==> src/rtl/div_bcd_display_pkg.sv <==
// div_bcd_display_pkg: FSM states, width limit and seven-segment codes shared by the BCD display block
package div_bcd_display_pkg;
  typedef enum logic [1:0] {IDLE, SHIFT, DONE} state_t;
  localparam int MAX_WIDTH = 6;
  localparam logic [6:0] SEG_0 = 7'h3F;
  localparam logic [6:0] SEG_1 = 7'h06;
  localparam logic [6:0] SEG_2 = 7'h5B;
  localparam logic [6:0] SEG_3 = 7'h4F;
  localparam logic [6:0] SEG_4 = 7'h66;
  localparam logic [6:0] SEG_5 = 7'h6D;
  localparam logic [6:0] SEG_6 = 7'h7D;
  localparam logic [6:0] SEG_7 = 7'h07;
  localparam logic [6:0] SEG_8 = 7'h7F;
  localparam logic [6:0] SEG_9 = 7'h6F;
  localparam logic [6:0] SEG_BLANK = 7'h00;
  localparam logic [6:0] SEG_DASH = 7'h40;
endpackage

==> src/rtl/div_bcd_display_seg7_decoder.sv <==
// seg7_decoder: digit(4)+blank -> seg(7) {g,f,e,d,c,b,a} active-high, non-decimal shows dash, blank wins
module seg7_decoder
  import div_bcd_display_pkg::*;
(
  input  logic [3:0] digit,
  input  logic       blank,
  output logic [6:0] seg
);
  always_comb begin
    seg = SEG_DASH;
    case (digit)
      4'd0: seg = SEG_0;
      4'd1: seg = SEG_1;
      4'd2: seg = SEG_2;
      4'd3: seg = SEG_3;
      4'd4: seg = SEG_4;
      4'd5: seg = SEG_5;
      4'd6: seg = SEG_6;
      4'd7: seg = SEG_7;
      4'd8: seg = SEG_8;
      4'd9: seg = SEG_9;
      default: seg = SEG_DASH;
    endcase
    if (blank) seg = SEG_BLANK;
  end
endmodule

==> src/rtl/div_bcd_display.sv <==
// div_bcd_display: in_valid/in_data captured -> double-dabble -> bcd_valid/bcd_tens/bcd_ones, busy, muxed 2-digit seg/an
module div_bcd_display
  import div_bcd_display_pkg::*;
#(
  parameter int WIDTH        = 5,
  parameter int REFRESH_BITS = 10
) (
  input  logic             clk,
  input  logic             reset,
  input  logic             in_valid,
  input  logic [WIDTH-1:0] in_data,
  output logic             busy,
  output logic             bcd_valid,
  output logic [3:0]       bcd_tens,
  output logic [3:0]       bcd_ones,
  output logic [6:0]       seg,
  output logic [1:0]       an
);
  localparam int SW = WIDTH + 8;
  if (WIDTH < 1 || WIDTH > MAX_WIDTH) begin : g_width_check
    $error("div_bcd_display: WIDTH must be 1..%0d", MAX_WIDTH);
  end
  if (REFRESH_BITS < 1) begin : g_refresh_check
    $error("div_bcd_display: REFRESH_BITS must be at least 1");
  end
  state_t state, state_n;
  logic [SW-1:0] sr, sr_n, adj;
  logic [2:0] cnt, cnt_n;
  logic [3:0] tens_n, ones_n;
  logic valid_n;
  logic [REFRESH_BITS-1:0] rcnt;
  logic sel;
  // BCD nibbles sit above the binary bits; after WIDTH shifts the binary part is fully consumed
  always_comb begin
    adj = sr;
    adj[SW-1:SW-4] = sr[SW-1:SW-4] + (sr[SW-1:SW-4] >= 4'd5 ? 4'd3 : 4'd0);
    adj[SW-5:SW-8] = sr[SW-5:SW-8] + (sr[SW-5:SW-8] >= 4'd5 ? 4'd3 : 4'd0);
    state_n = state;
    sr_n = sr;
    cnt_n = cnt;
    tens_n = bcd_tens;
    ones_n = bcd_ones;
    valid_n = 1'b0;
    case (state)
      IDLE: if (in_valid) begin
        sr_n = {8'b0, in_data};
        cnt_n = 3'(WIDTH);
        state_n = SHIFT;
      end
      SHIFT: begin
        sr_n = adj << 1;
        cnt_n = cnt - 3'd1;
        state_n = cnt == 3'd1 ? DONE : SHIFT;
      end
      DONE: begin
        tens_n = sr[SW-1:SW-4];
        ones_n = sr[SW-5:SW-8];
        valid_n = 1'b1;
        state_n = IDLE;
      end
      default: state_n = IDLE;
    endcase
  end
  always_ff @(posedge clk or posedge reset) begin
    if (reset) begin
      state <= IDLE;
      sr <= '0;
      cnt <= '0;
      bcd_tens <= '0;
      bcd_ones <= '0;
      bcd_valid <= 1'b0;
    end else begin
      state <= state_n;
      sr <= sr_n;
      cnt <= cnt_n;
      bcd_tens <= tens_n;
      bcd_ones <= ones_n;
      bcd_valid <= valid_n;
    end
  end
  assign busy = state != IDLE;
  always_ff @(posedge clk or posedge reset) begin
    if (reset) begin
      rcnt <= '0;
      sel <= 1'b0;
    end else begin
      rcnt <= rcnt + 1'b1;
      if (&rcnt) sel <= ~sel;
    end
  end
  assign an = sel ? 2'b10 : 2'b01;
  seg7_decoder u_dec (
    .digit(sel ? bcd_tens : bcd_ones),
    .blank(sel && bcd_tens == 4'd0),
    .seg  (seg)
  );
endmodule
==> config.mk <==
export PLATFORM = sky130hd
export DESIGN_NAME = div_bcd_display
export DESIGN_NICKNAME = d
export VERILOG_FILES = /design/src/rtl/div_bcd_display_pkg.sv /design/src/rtl/div_bcd_display_seg7_decoder.sv /design/src/rtl/div_bcd_display.sv
export SDC_FILE = /design/constraint.sdc
export NUM_CORES = 1
export LEC_CHECK = 0
export ABC_AREA = 1
export CELL_PAD_IN_SITES_DETAIL_PLACEMENT = 1
export CELL_PAD_IN_SITES_GLOBAL_PLACEMENT = 2
export CORE_ASPECT_RATIO = 0.5
export CORE_MARGIN = 2
export CORE_UTILIZATION = 35
export DETAILED_ROUTE_END_ITERATION = 10
export MAX_ROUTING_LAYER = met4
export PLACE_DENSITY = 0.91
export REMOVE_ABC_BUFFERS = 1
export SLEW_MARGIN = 20
export SYNTH_ARGS = -nofsm -noshare
export SYNTH_HDL_FRONTEND = slang
export SYNTH_HIERARCHICAL = 1
export SYNTH_SLANG_ARGS = --single-unit
==> constraint.sdc <==
create_clock -name clk -period 4.45 [get_ports clk]
set_input_delay 1.1125 -clock clk [delete_from_list [all_inputs] [get_ports clk]]
set_output_delay 1.1125 -clock clk [all_outputs]
set_load 0.02 [all_outputs]
==> impl_metrics.tcl, run 1 <==
set metrics [dict create \
    outcome "finished clean" \
    path_clk_slew_ns 0.06 \
    synth_compound_area_share_pct 8.50 \
    synth_top_family_by_area "simple AND/OR/NAND/NOR gates" \
    crit_fanout 8 \
    crit_family "buffers and inverters" \
    final_cell_mix "nand2_1 (65), dfrtp_1 (38), inv_1 (36)" \
    n_fill_cell 694 \
    synthCells 248 \
    die-height_um 58.1 \
    hold_buffers 0 \
    drive_above_1_share_pct 6.81 \
    max_freq_ghz 0.286 \
    slowest_delay_ns 0.60 \
    finish.utilization_pct 45.2 \
    remaining_drc_errors 0 \
    rsz0062_at_grt "false" \
    tns_ns 0 \
    synthMuxAreaShare_pct 0 \
    post_cts_resized 0 \
    ys_ff_latch 38 \
    whs_path_depth 2 \
    final_nets 299 \
    vias 1674 \
    core-area_um2 5560 \
    crit_buf_inv 4 \
    fp.dieW_um 112 \
    synth_area_per_cell_um2 8.25 \
    vdd_drop_max_uv 354 \
    r2r_slack_ns 2.55 \
    critPathLaunchType "flip-flop" \
    fin_crit_sh_pct 78.5 \
    start_util_pct 36.8 \
    yosys.area_share.simple_pct 23.7 \
    crit_chain "inv_1 -> nand2_1 -> nand2_1 -> inv_1 -> ha_1 -> nand2_1 -> inv_1 -> nor2_1 -> nor2_1 -> clkdlybuf4s50_1" \
    skew_ns 0.00757 \
    cts_buffers 5 \
    cts_tree "built" \
    track_usage_pct 16.3 \
    critPathCaptureType "primary output" \
    worstRegToRegCells 7 \
    arrival_ns 2.38 \
    viasPerCell 4.76 \
    first_global_vias 1829 \
    hp-start "sr[0]" \
    hold_viol 0 \
    synth.distinct_cells 26 \
    final_common_cell "nand2_1" \
    grt_max_degree 39 \
    antenna-diode-count 0 \
    drt_first_pass_iters 4 \
    slowest_stage "clkdlybuf4s50_1" \
    area_growth_pct 22.7 \
    tightest_slew_ns 0.563 \
    powerDensity_nw_per_um2 719 \
    drv_slew 0 \
    maxSlewHeadroom_pct 62.5 \
    ant_nets 0 \
    max_cap_violations 0 \
    dp_hpwl_um 3310 \
    cts.sinks 38 \
    htreeDepth 2 \
    gp_congestion 0.769 \
    die_area_um2 6510 \
    wl_um 4510 \
    rows 19 \
    cts_root_buf "clkbuf_16" \
    syn_area_um2 2050 \
    clk_latency_ns 0.28 \
    antenna_found_initial 0 \
    crit_type "reg2out" \
    hold_path_class "reg2reg" \
    holdPathEnd "sr[0]" \
    p_leak_uw 0.00127 \
    reg2reg_from "sr[7]" \
    portBuffers 26 \
    worstPathRequired_ns 3.34 \
    postCtsSetupBuffers 0 \
    post_synth_fa_ha_maj_area_fraction_pct 8.68 \
    synth_xor_area_share_pct 3.42 \
    yosys_warnings 6 \
    clock_path_buffers 2 \
    pin_count 27 \
    r2r-end "sr[8]" \
    period_minus_slack_ns 3.49 \
    ys_seq_area_share_pct 46.5 \
    grt_pass1_wl_um 8280 \
    setup_violations 0 \
    overflow 0 \
    wl_per_cell_um 12.8 \
    drtIter0Drc 53 \
]
[cells by family (layout without fill, tap and decap cells)]
| logic type | after synthesis | count (layout) |
|---|---|---|
| compound gates | 31 | 31 |
| simple gates | 115 | 115 |
| fa+ha+maj | 13 | 13 |
| flops | 38 | 38 |
| buf+inv | 43 | 74 |
| xor+xnor | 8 | 8 |
[sequential cells by signal, summed over array words and instances (netlist names)]
signal / cells
state: 2
bcd_valid: 1
cnt: 3
sel: 1
rcnt: 10
bcd_ones: 4
bcd_tens: 4
sr: 13
[power breakdown]
part | switching [uW] | leakage (uW) | total (uW) | internal [uW]
Clock | 134 | 0.0000739 | 356 | 222
Combinational | 529 | 0.000715 | 900 | 371
Sequential | 89.9 | 0.000480 | 549 | 459
[metal layers]
metal / GRT usage [%] / vias to the layer above / share of wire, %
li1: - / 825 / -
met3: 3.14 / 2 / 2.3
met1: 19.5 / 835 / 47
met5: - / - / 0
met2: 29.3 / 12 / 50
met4: 3.66 / 0 / 0.49
[metrics by stage]
step	total power, uW	cells	cell area, um2	worst slack [ns]	hold WS, ns
final	1810	352	2510	0.956	0.472
after CTS	1840	352	2510	0.942	0.475
after detailed placement	1470	344	2360	1.26	0.461
after global placement	1430	344	2360	1.33	0.454
after floorplan	1140	244	2010	1.59	0.442
after global routing	1980	352	2510	0.789	0.503
[tightest hold or removal path: cells and delay by family, from the launching register on]
| kind | cells | cell delay, ns |
|---|---|---|
| DFF | 1 | 0.34 |
| and+or+nand+nor | 2 | 0.09 |
[final cells by class]
class / instances / area (um2) / share of cell area (%)
clock buffers: 7 / 143 / 5.68
clock inverters: 1 / 5.00 / 0.199
inverters: 39 / 149 / 5.93
multi-input cells: 167 / 906 / 36.1
flip-flops and latches: 38 / 951 / 37.8
well taps: 73 / 91.3 / 3.64
repair buffers: 27 / 268 / 10.7
[worst max path at each step]
stage | start | to | slack, ns | cells past startpoint
detailed placement | sel | seg[3] | 1.26 | 10
global placement | sel | seg[3] | 1.33 | 10
global route | sel | seg[3] | 0.79 | 10
finish | sel | seg[3] | 0.96 | 10
CTS | sel | seg[3] | 0.94 | 10
floorplan | sel | seg[3] | 1.59 | 9
[Yosys cell counts, drive strengths merged]
cell	number	area (um2)
a21oi	2	10.0
buf	4	41.3
ha	11	138
nor4	1	6.26
nor3	1	5.00
o21a	2	15.0
o21ai	22	118
xnor2	2	17.5
fa	2	40.0
dfrtp	38	951
nor2	31	121
nand3	11	55.1
a31oi	1	6.26
inv	39	149
nand4	2	12.5
nand2	69	284
o22ai	4	25.0
xor2	6	52.6
No activity file was read; power rests on OpenSTA's default activity.
==> inputs of run 2 (changes only) <==
--- a/config.mk
+++ b/config.mk
@@ -10,10 +10,10 @@
 export CELL_PAD_IN_SITES_GLOBAL_PLACEMENT = 2
 export CORE_ASPECT_RATIO = 0.5
 export CORE_MARGIN = 2
-export CORE_UTILIZATION = 35
+export CORE_UTILIZATION = 29
 export DETAILED_ROUTE_END_ITERATION = 10
 export MAX_ROUTING_LAYER = met4
-export PLACE_DENSITY = 0.91
+export PLACE_DENSITY = 0.81
 export REMOVE_ABC_BUFFERS = 1
 export SLEW_MARGIN = 20
 export SYNTH_ARGS = -nofsm -noshare
==> constraint.sdc (replaced) <==
create_clock -name clk -period 3.01 [get_ports clk]
set_input_delay 0.7525 -clock clk [delete_from_list [all_inputs] [get_ports clk]]
set_output_delay 0.7525 -clock clk [all_outputs]
set_load 0.02 [all_outputs]
==> impl_metrics.tcl, run 2 (synthesis results as in run 1) <==
set metrics [dict create \
    outcome "finished clean" \
    hold_viol 0 \
    setup_violations 0 \
    largest_reg_flops 13 \
    die_area_um2 7790 \
    place_ws_ns 0.169 \
    viasPerCell 4.43 \
    setup_slack_ns 0.191 \
    drt_first_pass_iters 4 \
    wl_per_cell_um 12.7 \
    first_global_vias 1767 \
    top_regs "sr x13, rcnt x10" \
    drive_above_1_share_pct 7.53 \
    antenna_found_initial 0 \
    grt_max_degree 39 \
    drv_slew 0 \
    critPathCaptureType "primary output" \
    crit_fanout 8 \
    cts.sinks 38 \
    period_minus_slack_ns 2.82 \
    crit_type "reg2out" \
    portBuffers 26 \
    pin_count 27 \
    wl_um 4720 \
    arrival_ns 2.07 \
    antenna-diode-count 0 \
    tightest_slew_ns 0.547 \
    p_leak_uw 0.00130 \
    remaining_drc_errors 0 \
    cts_buffers 5 \
    critPathLaunchType "flip-flop" \
    pwr-share-comb_pct 48.1 \
    vdd_drop_max_uv 350 \
    fp.dieW_um 123 \
    powerDensity_nw_per_um2 1060 \
    start_util_pct 30.3 \
    overflow 0 \
    final_cell_mix "nand2_1 (65), dfrtp_1 (37), inv_1 (36)" \
    p_int_uw 1590 \
    worstPathRequired_ns 2.26 \
    p_sw_share_pct 41.7 \
    clk_latency_ns 0.28 \
    die-height_um 63.4 \
    rows 21 \
    timing.hold.ws_ns 0.488 \
    clock_path_buffers 2 \
    cts_tree "built" \
    cts_root_buf "clkbuf_16" \
    ant_nets 0 \
    skew_ns 0.00207 \
    dp_hpwl_um 3530 \
    area_growth_pct 25.1 \
    rsz0062_at_grt "false" \
    htreeDepth 2 \
    final_common_cell "nand2_1" \
    vias 1645 \
    gp_congestion 0.783 \
    drtIter0Drc 67 \
    maxSlewHeadroom_pct 63.5 \
    tns_ns 0 \
    p_switching_uw 1140 \
    power_frac_seq_pct 30.1 \
    track_usage_pct 14.2 \
    max_freq_ghz 0.355 \
    path_clk_slew_ns 0.06 \
    final_nets 299 \
    fin_crit_sh_pct 93.6 \
    hold_path_class "reg2reg" \
    max_cap_violations 0 \
    p_clk_share_pct 21.9 \
    regMostFlops "sr" \
    core-area_um2 6750 \
    grt_pass1_wl_um 8350 \
]
-- run 2: per-layer routing --
metal  GRT usage [%]  part of all wire [%]  vias to the layer above
met3            2.72                   1.8                        4
met2            22.9                    49                       13
met4            4.74                   1.1                        0
met5               -                     0                        -
li1                -                     -                      825
met1            17.9                    48                      803
-- run 2: worst paths after layout --
path | from | endpoint | slack (ns) | cells after the start
min in group asynchronous | reset | rcnt[0] | 0.89 | 3
max in group asynchronous | reset | sel | 1.75 | 3
setup reg to reg | sr[7] | sr[8] | 1.09 | 7
hold / removal | sr[0] | sr[0] | 0.49 | 2
setup / recovery | sel | seg[3] | 0.19 | 10
hold reg to reg | sr[0] | sr[0] | 0.49 | 2
-- run 2: power groups by stage --
stage / clock, uW / combinational [uW] / sequential (uW)
2_1_floorplan: 0 / 830 / 848
3_3_place_gp: 0 / 1300 / 821
3_5_place_dp: 0 / 1370 / 830
4_1_cts: 609 / 1360 / 823
5_1_grt: 626 / 1500 / 841
6_report: 596 / 1310 / 820
-- run 2: stage by stage --
step | utilization (%) | cell area [um2] | power, uW | instances
global route | 37.9 | 2560 | 2970 | 371
detailed placement | 35.4 | 2390 | 2200 | 363
finish | 37.9 | 2560 | 2730 | 371
floorplan | - | 2010 | 1680 | 244
global placement | 35.4 | 2390 | 2120 | 363
CTS | 37.8 | 2550 | 2790 | 371
-- run 2: cell type report --
class / count / area, um2
inverters: 39 / 149
clock buffers: 5 / 125
multi-input cells: 167 / 906
clock inverters: 3 / 40.0
flip-flops and latches: 38 / 952
repair buffers: 27 / 274
fillers: 803 / 4190
well taps: 92 / 115
-- run 2: worst max-delay path: stages, from the launching register on --
cell,delay [ns]
dfrtp_2,0.45
inv_1,0.13
nand2_1,0.06
nand2_1,0.15
inv_1,0.10
ha_1,0.29
nand2_1,0.06
inv_1,0.09
nor2_1,0.05
nor2_1,0.07
dlygate4sd2_1,0.33
-- run 2: timing repair --
action / CTS / global route
resized for setup: 4 / 4
setup buffers: 0 / 0
setup endpoints to repair: 5 / 4
hold buffers: 0 / 0
